==> src/rtl/spi_pkg.sv <==
// Shared type definitions for the SPI slave.
package spi_pkg;

   typedef enum logic [1:0] {
      IDLE         = 2'd0,
      CONFIGURE    = 2'd1,
      TRANSFER     = 2'd2,
      TRANSFER_END = 2'd3
   } state_t;

endpackage

==> src/rtl/spi_slave.sv <==
// SPI slave with synchronized pins, a one-word transmit holding register,
// and continuous framing while chip select stays low.
module spi_slave #(
   parameter int DATA_WIDTH = 8,
   parameter int CPOL       = 0,
   parameter int CPHA       = 0
) (
   input  logic                  PCLK,
   input  logic                  PRESETn,
   input  logic                  spi_sclk,
   input  logic                  spi_cs_n,
   input  logic                  spi_mosi,
   output logic                  spi_miso,
   output logic                  spi_miso_oe,
   input  logic [DATA_WIDTH-1:0] tx_data,
   input  logic                  tx_valid,
   output logic                  tx_ready,
   output logic [DATA_WIDTH-1:0] rx_data,
   output logic                  rx_valid,
   output logic                  busy,
   output logic                  tx_underrun
);
   import spi_pkg::*;

   localparam int               CNT_W     = $clog2(DATA_WIDTH + 1);
   localparam logic [CNT_W-1:0] LAST_BIT  = CNT_W'(DATA_WIDTH - 1);
   localparam bit               POL       = (CPOL != 0);
   localparam bit               PHA       = (CPHA != 0);
   // Bit order in the synchronizer vectors: {sclk, cs_n, mosi}.
   localparam logic [2:0]       SYNC_INIT = {POL, 1'b1, 1'b0};

   logic [2:0] pin_in;
   logic [2:0] sync1_reg;
   logic [2:0] sync2_reg;
   logic [2:0] hist_reg;

   state_t                  state_reg;
   logic [CNT_W-1:0]        bit_cnt_reg;
   logic [DATA_WIDTH-2:0]   tx_shift_reg;
   logic [DATA_WIDTH-1:0]   rx_shift_reg;
   logic [DATA_WIDTH-1:0]   hold_reg;
   logic                    tx_ready_reg;
   logic                    miso_reg;
   logic                    oe_reg;
   logic [DATA_WIDTH-1:0]   rx_data_reg;
   logic                    rx_valid_reg;
   logic                    busy_reg;
   logic                    underrun_reg;

   logic sclk_rise, sclk_fall, lead_edge, trail_edge;
   logic sample_edge, shift_edge, cs_fall, cs_rise, cs_low, mosi_bit;
   logic [DATA_WIDTH-1:0] load_word;

   assign pin_in = {spi_sclk, spi_cs_n, spi_mosi};

   always_ff @(posedge PCLK or negedge PRESETn) begin
      if (!PRESETn) begin
         sync1_reg <= SYNC_INIT;
         sync2_reg <= SYNC_INIT;
         hist_reg  <= SYNC_INIT;
      end else begin
         sync1_reg <= pin_in;
         sync2_reg <= sync1_reg;
         hist_reg  <= sync2_reg;
      end
   end

   assign sclk_rise   = sync2_reg[2] & ~hist_reg[2];
   assign sclk_fall   = ~sync2_reg[2] & hist_reg[2];
   assign lead_edge   = POL ? sclk_fall : sclk_rise;
   assign trail_edge  = POL ? sclk_rise : sclk_fall;
   assign sample_edge = PHA ? trail_edge : lead_edge;
   assign shift_edge  = PHA ? lead_edge : trail_edge;
   assign cs_fall     = ~sync2_reg[1] & hist_reg[1];
   assign cs_rise     = sync2_reg[1] & ~hist_reg[1];
   assign cs_low      = ~sync2_reg[1];
   // MOSI as seen alongside the pre-edge SCLK level, giving a cycle of hold margin.
   assign mosi_bit    = hist_reg[0];

   // An empty holding register loads zeros; a same-cycle capture never bypasses.
   assign load_word = tx_ready_reg ? '0 : hold_reg;

   always_ff @(posedge PCLK or negedge PRESETn) begin
      if (!PRESETn) begin
         state_reg    <= IDLE;
         bit_cnt_reg  <= '0;
         tx_shift_reg <= '0;
         rx_shift_reg <= '0;
         hold_reg     <= '0;
         tx_ready_reg <= 1'b1;
         miso_reg     <= 1'b0;
         oe_reg       <= 1'b0;
         rx_data_reg  <= '0;
         rx_valid_reg <= 1'b0;
         busy_reg     <= 1'b0;
         underrun_reg <= 1'b0;
      end else begin
         rx_valid_reg <= 1'b0;
         underrun_reg <= 1'b0;

         if (tx_valid && tx_ready_reg) begin
            hold_reg     <= tx_data;
            tx_ready_reg <= 1'b0;
         end

         case (state_reg)
            IDLE: begin
               if (cs_fall) begin
                  state_reg <= CONFIGURE;
                  busy_reg  <= 1'b1;
               end
            end

            CONFIGURE: begin
               tx_shift_reg <= load_word[DATA_WIDTH-2:0];
               if (tx_ready_reg) begin
                  underrun_reg <= 1'b1;
               end else begin
                  tx_ready_reg <= 1'b1;
               end
               bit_cnt_reg <= '0;
               if (cs_rise) begin
                  state_reg <= IDLE;
                  busy_reg  <= 1'b0;
                  miso_reg  <= 1'b0;
                  oe_reg    <= 1'b0;
               end else begin
                  state_reg <= TRANSFER;
                  miso_reg  <= load_word[DATA_WIDTH-1];
                  oe_reg    <= 1'b1;
               end
            end

            TRANSFER: begin
               if (cs_rise) begin
                  state_reg    <= IDLE;
                  busy_reg     <= 1'b0;
                  miso_reg     <= 1'b0;
                  oe_reg       <= 1'b0;
                  bit_cnt_reg  <= '0;
                  rx_shift_reg <= '0;
               end else if (sample_edge) begin
                  rx_shift_reg <= {rx_shift_reg[DATA_WIDTH-2:0], mosi_bit};
                  bit_cnt_reg  <= bit_cnt_reg + CNT_W'(1);
                  if (bit_cnt_reg == LAST_BIT) begin
                     state_reg <= TRANSFER_END;
                  end
               end else if (shift_edge && (bit_cnt_reg != '0)) begin
                  // Count zero means the MSB is already on the pin from the last load.
                  tx_shift_reg <= {tx_shift_reg[DATA_WIDTH-3:0], 1'b0};
                  miso_reg     <= tx_shift_reg[DATA_WIDTH-2];
               end
            end

            TRANSFER_END: begin
               rx_data_reg  <= rx_shift_reg;
               rx_valid_reg <= 1'b1;
               tx_shift_reg <= load_word[DATA_WIDTH-2:0];
               if (tx_ready_reg) begin
                  underrun_reg <= 1'b1;
               end else begin
                  tx_ready_reg <= 1'b1;
               end
               bit_cnt_reg <= '0;
               if (cs_low) begin
                  state_reg <= TRANSFER;
                  miso_reg  <= load_word[DATA_WIDTH-1];
               end else begin
                  state_reg <= IDLE;
                  busy_reg  <= 1'b0;
                  miso_reg  <= 1'b0;
                  oe_reg    <= 1'b0;
               end
            end

            default: begin
               state_reg <= IDLE;
               busy_reg  <= 1'b0;
               miso_reg  <= 1'b0;
               oe_reg    <= 1'b0;
            end
         endcase
      end
   end

   assign spi_miso    = miso_reg;
   assign spi_miso_oe = oe_reg;
   assign tx_ready    = tx_ready_reg;
   assign rx_data     = rx_data_reg;
   assign rx_valid    = rx_valid_reg;
   assign busy        = busy_reg;
   assign tx_underrun = underrun_reg;

endmodule

==> config.mk <==
export PLATFORM = sky130hd
export DESIGN_NAME = spi_slave
export DESIGN_NICKNAME = d
export VERILOG_FILES = /design/src/rtl/spi_pkg.sv /design/src/rtl/spi_slave.sv
export SDC_FILE = /design/constraint.sdc
export NUM_CORES = 1
export LEC_CHECK = 0
export BUFFER_PORTS_ARGS = -buffer_cell sky130_fd_sc_hd__buf_2
export CORE_MARGIN = 2
export CORE_UTILIZATION = 50
export DETAILED_ROUTE_END_ITERATION = 8
export PLACE_DENSITY = 0.74
export SETUP_SLACK_MARGIN = 0.02
export SYNTH_ARGS = -nofsm -noshare
export SYNTH_HDL_FRONTEND = slang
export SYNTH_SLANG_ARGS = --single-unit
==> constraint.sdc <==
create_clock -name PCLK -period 2 [get_ports PCLK]
set_clock_uncertainty 0.15 [all_clocks]
set_input_delay 0.2 -clock PCLK [delete_from_list [all_inputs] [get_ports PCLK]]
set_output_delay 0.2 -clock PCLK [all_outputs]
set_load 0.01 [all_outputs]
==> summary.md <==
| Metric | Value |
|---|---|
| Max Clock Freq | `548 MHz` |
| Sequential area share after synthesis | `58.9%` |
| Die span in x | `70.6 um` |
| RSZ-0062 raised after global routing | `false` |
| Detailed Place HPWL | `2.76 mm` |
| Met3 Use GR | `3.42%` |
| Cell area power density | `1250 mW/mm2` |
| Fin crit period | `1830 ps` |
| Total grt overflow | `0` |
| Xor/xnor cell area share of the yosys netlist | `0%` |
| Antenna violations before repair | `0` |
| Tcrit/Tclk final | `91.3%` |
| Layout cell share with drive strength beyond 1 | `29.8%` |
| Worst Path Buf+Inv | `3` |
| Fin. max-slew vios | `0` |
| CTS tree | `yes` |
| Cells after Synth | `182` |
| Largest area contributor in the synthesized netlist | `dfrtp_1` |
| Slew HR | `67.5%` |
| # DRC | `0` |
| Psw | `1120 uW` |
| GP Congestion | `0.804` |
| Worst path top cell family by delay | `buffers and inverters` |
| Multiplexer share of the synthesized area | `8.58%` |
| Switching share of total power | `33.8%` |
| GRT Util Overall | `17.4%` |
| Number of enable flip-flop cells after synthesis | `0` |
| Sequence of cells on the critical path | `inv_1 > ha_1 > inv_1 > nor3_2 > buf_4 > a22o_1` |
| Fill count | `337` |
| Wire length per cell | `13.8 um` |
| Fin nets | `247` |
| Die Y | `70.6 um` |
| Outcome | `complete, no violations` |
| Synth Area in Simple Gates | `9.71%` |
| Internal power | `2190 uW` |
| Largest family of logic cells by synthesized area | `compound AO/OA/AOI/OAI gates` |
| Slowest stage delay, CP | `420 ps` |
| Post-synthesis adder-cell area fraction | `3.39%` |
| Met2 GRT Util | `27.1%` |
| Post-Place Setup Slack | `198 ps` |
| Core Region | `0.00432 mm2` |
| Syn_area_per_cell | `12.2 um2` |
| Cell mode on critical path | `inv_1` |
| Main synth FF type | `dfrtp_1` |
| Routed vias | `1525` |
| Final setup margin | `174 ps` |
| Worst-path clk slew | `90 ps` |
| Drt total wl | `3.87 mm` |
| Final setup viols | `0` |
| Register bit total from synthesis | `52` |
| PortBufs | `27` |
| Area Overhead vs Synth | `19.6%` |
| Top-count cell post-synth | `dfrtp_1` |
| Vias in the first global route | `1519` |
| Die ar. | `0.00498 mm2` |
| Post-synthesis cell area | `0.00222 mm2` |
| Hold_ws | `202 ps` |
| First-pass DRT Iterations | `4` |
| 1st-iter DRT viols | `68` |
| Post-DRT Antenna Nets | `0` |
| Via density | `5.45` |
| Worst-Skew Late Latency | `290 ps` |
| Synth Area in Compound Gates | `16.1%` |
| Clock buffer depth | `2` |
| ANT cells | `0` |
| Pin count of the biggest net entering global routing | `33` |
| Worst setup SP type | `flop` |
| Slowest-stage cell, CP | `dfrtp_1` |
| Synth top area share | `54.2%` |
| Most frequent cells after synthesis | `dfrtp_1, mux2_2, nand2_1` |
| WS Path Type | `reg2reg` |
| First-pass GRT wire length | `7.03 mm` |
| Hold Fails Final Rpt | `0` |
| Asr flop ratio synth | `100%` |
| Most used routing layer | `met2` |
| Worst path arrival time | `1910 ps` |
| Row cnt | `24` |
| Initial Util | `51.3%` |
| Worst endpoint required time | `2080 ps` |
| TritonCTS Sinks | `52` |
| Slew of the pin with the lowest slew margin | `488 ps` |
| Netlist cell types | `37` |
| Leakage power | `0.00124 uW` |
| Met1 Use GR | `25.8%` |
| Area contributors post-synth | `dfrtp_1, mux2_2, dfstp_2, ha_1, a22o_1` |
| Power share of the sequential group | `45.3%` |
| H-tree levels | `2` |
| Setup TNS | `0 ps` |
| Worst hold-check path type | `reg2reg` |
| Sequential Area | `0.00131 mm2` |
| Root buf cell | `clkbuf_8` |
| Total power | `3300 uW` |
| CP endpoint kind | `flop` |
| Worst-path fanout max | `8` |
| Clock power frac | `17.8%` |
| Combinational group share of total power | `36.9%` |
| Synthesized Nets | `202` |
| CTS Buf Count | `5` |
| Area of the multi-input gates | `840 um2` |
| IO Pins | `28` |
| Yosys warns | `0` |
| Largest vdd supply drop | `627 uV` |
| Max-cap violations | `0` |
[kinds of logic after synthesis]
logic type	after synthesis
muxes	17
adders and majority gates	6
buffers and inverters	16
AOI/OAI and AO/OA	51
and+or+nand+nor	40
DFF	52
[timing repair]
action / in CTS / in global routing
setup endpoints to repair: 0 / 1
gates resized for setup: 0 / 1
buffers inserted: 0 / 0
hold buffers: 12 / 0
endpoints found under the hold margin: 30 / 0
[path summary, 6_finish.rpt]
check,from,end,slack (ps),cells after the start
worst max-delay path,state_reg[0]$_DFFE_PN0P_,rx_shift_reg[7]$_DFFE_PN0P_,170,6
worst min-delay path,sync1_reg[2]$_DFF_PN0_,sync2_reg[2]$_DFF_PN0_,200,0
worst max register to register,state_reg[0]$_DFFE_PN0P_,rx_shift_reg[7]$_DFFE_PN0P_,170,6
worst min register to register,sync1_reg[2]$_DFF_PN0_,sync2_reg[2]$_DFF_PN0_,200,0
max in group asynchronous,PRESETn,sync1_reg[1]$_DFF_PN1_,860,3
min in group asynchronous,PRESETn,hold_reg[6]$_DFFE_PN0P_,240,2
[layout by cell type (no fill, tap or decap), types with 6 or more instances in the layout]
| cell | count |
|---|---|
| a21oi_1 | 11 |
| dlygate4sd3_1 | 12 |
| buf_2 | 27 |
| clkbuf_8 | 6 |
| a22o_1 | 8 |
| buf_4 | 6 |
| o21ai_0 | 13 |
| dfrtp_1 | 48 |
| inv_1 | 8 |
| mux2_2 | 16 |
| nor3b_1 | 7 |
| nand2_1 | 16 |
| ha_1 | 6 |
[worst reg2reg max path: stages, from the launching register on]
cell and delay, ps:
dfrtp_1 420, inv_1 110, ha_1 290, inv_1 180, nor3_2 260, buf_4 200, a22o_1 150
[stage by stage]
step	area, um2	utilization (%)	cells
after floorplan	2220	-	182
after global placement	2440	56.4	260
after detailed placement	2440	56.4	260
after CTS	2650	61.3	280
after global routing	2650	61.3	280
final	2650	61.3	280
[cell type report]
cell class	count	share of cell area [%]
flip-flops and latches	52	49.3
inverters	8	1.13
well taps	52	2.45
clock buffers	8	3.40
repair buffers	46	12.1
multi-input cells	114	31.7
[metal layers]
| metal | vias up | share of wire [%] |
|---|---|---|
| li1 | 741 | - |
| met1 | 755 | 48 |
| met2 | 23 | 48 |
| met3 | 6 | 3.0 |
| met4 | 0 | 0.65 |
| met5 | - | 0 |
[power groups by stage]
stage / clock, uW / sequential (uW) / combinational, uW
after global routing: 645 / 1530 / 1370
final: 589 / 1500 / 1220
after detailed placement: 0 / 1520 / 1200
after global placement: 0 / 1510 / 1160
after CTS: 602 / 1500 / 1230
after floorplan: 0 / 1490 / 876
No activity file was read; power rests on OpenSTA's default activity.
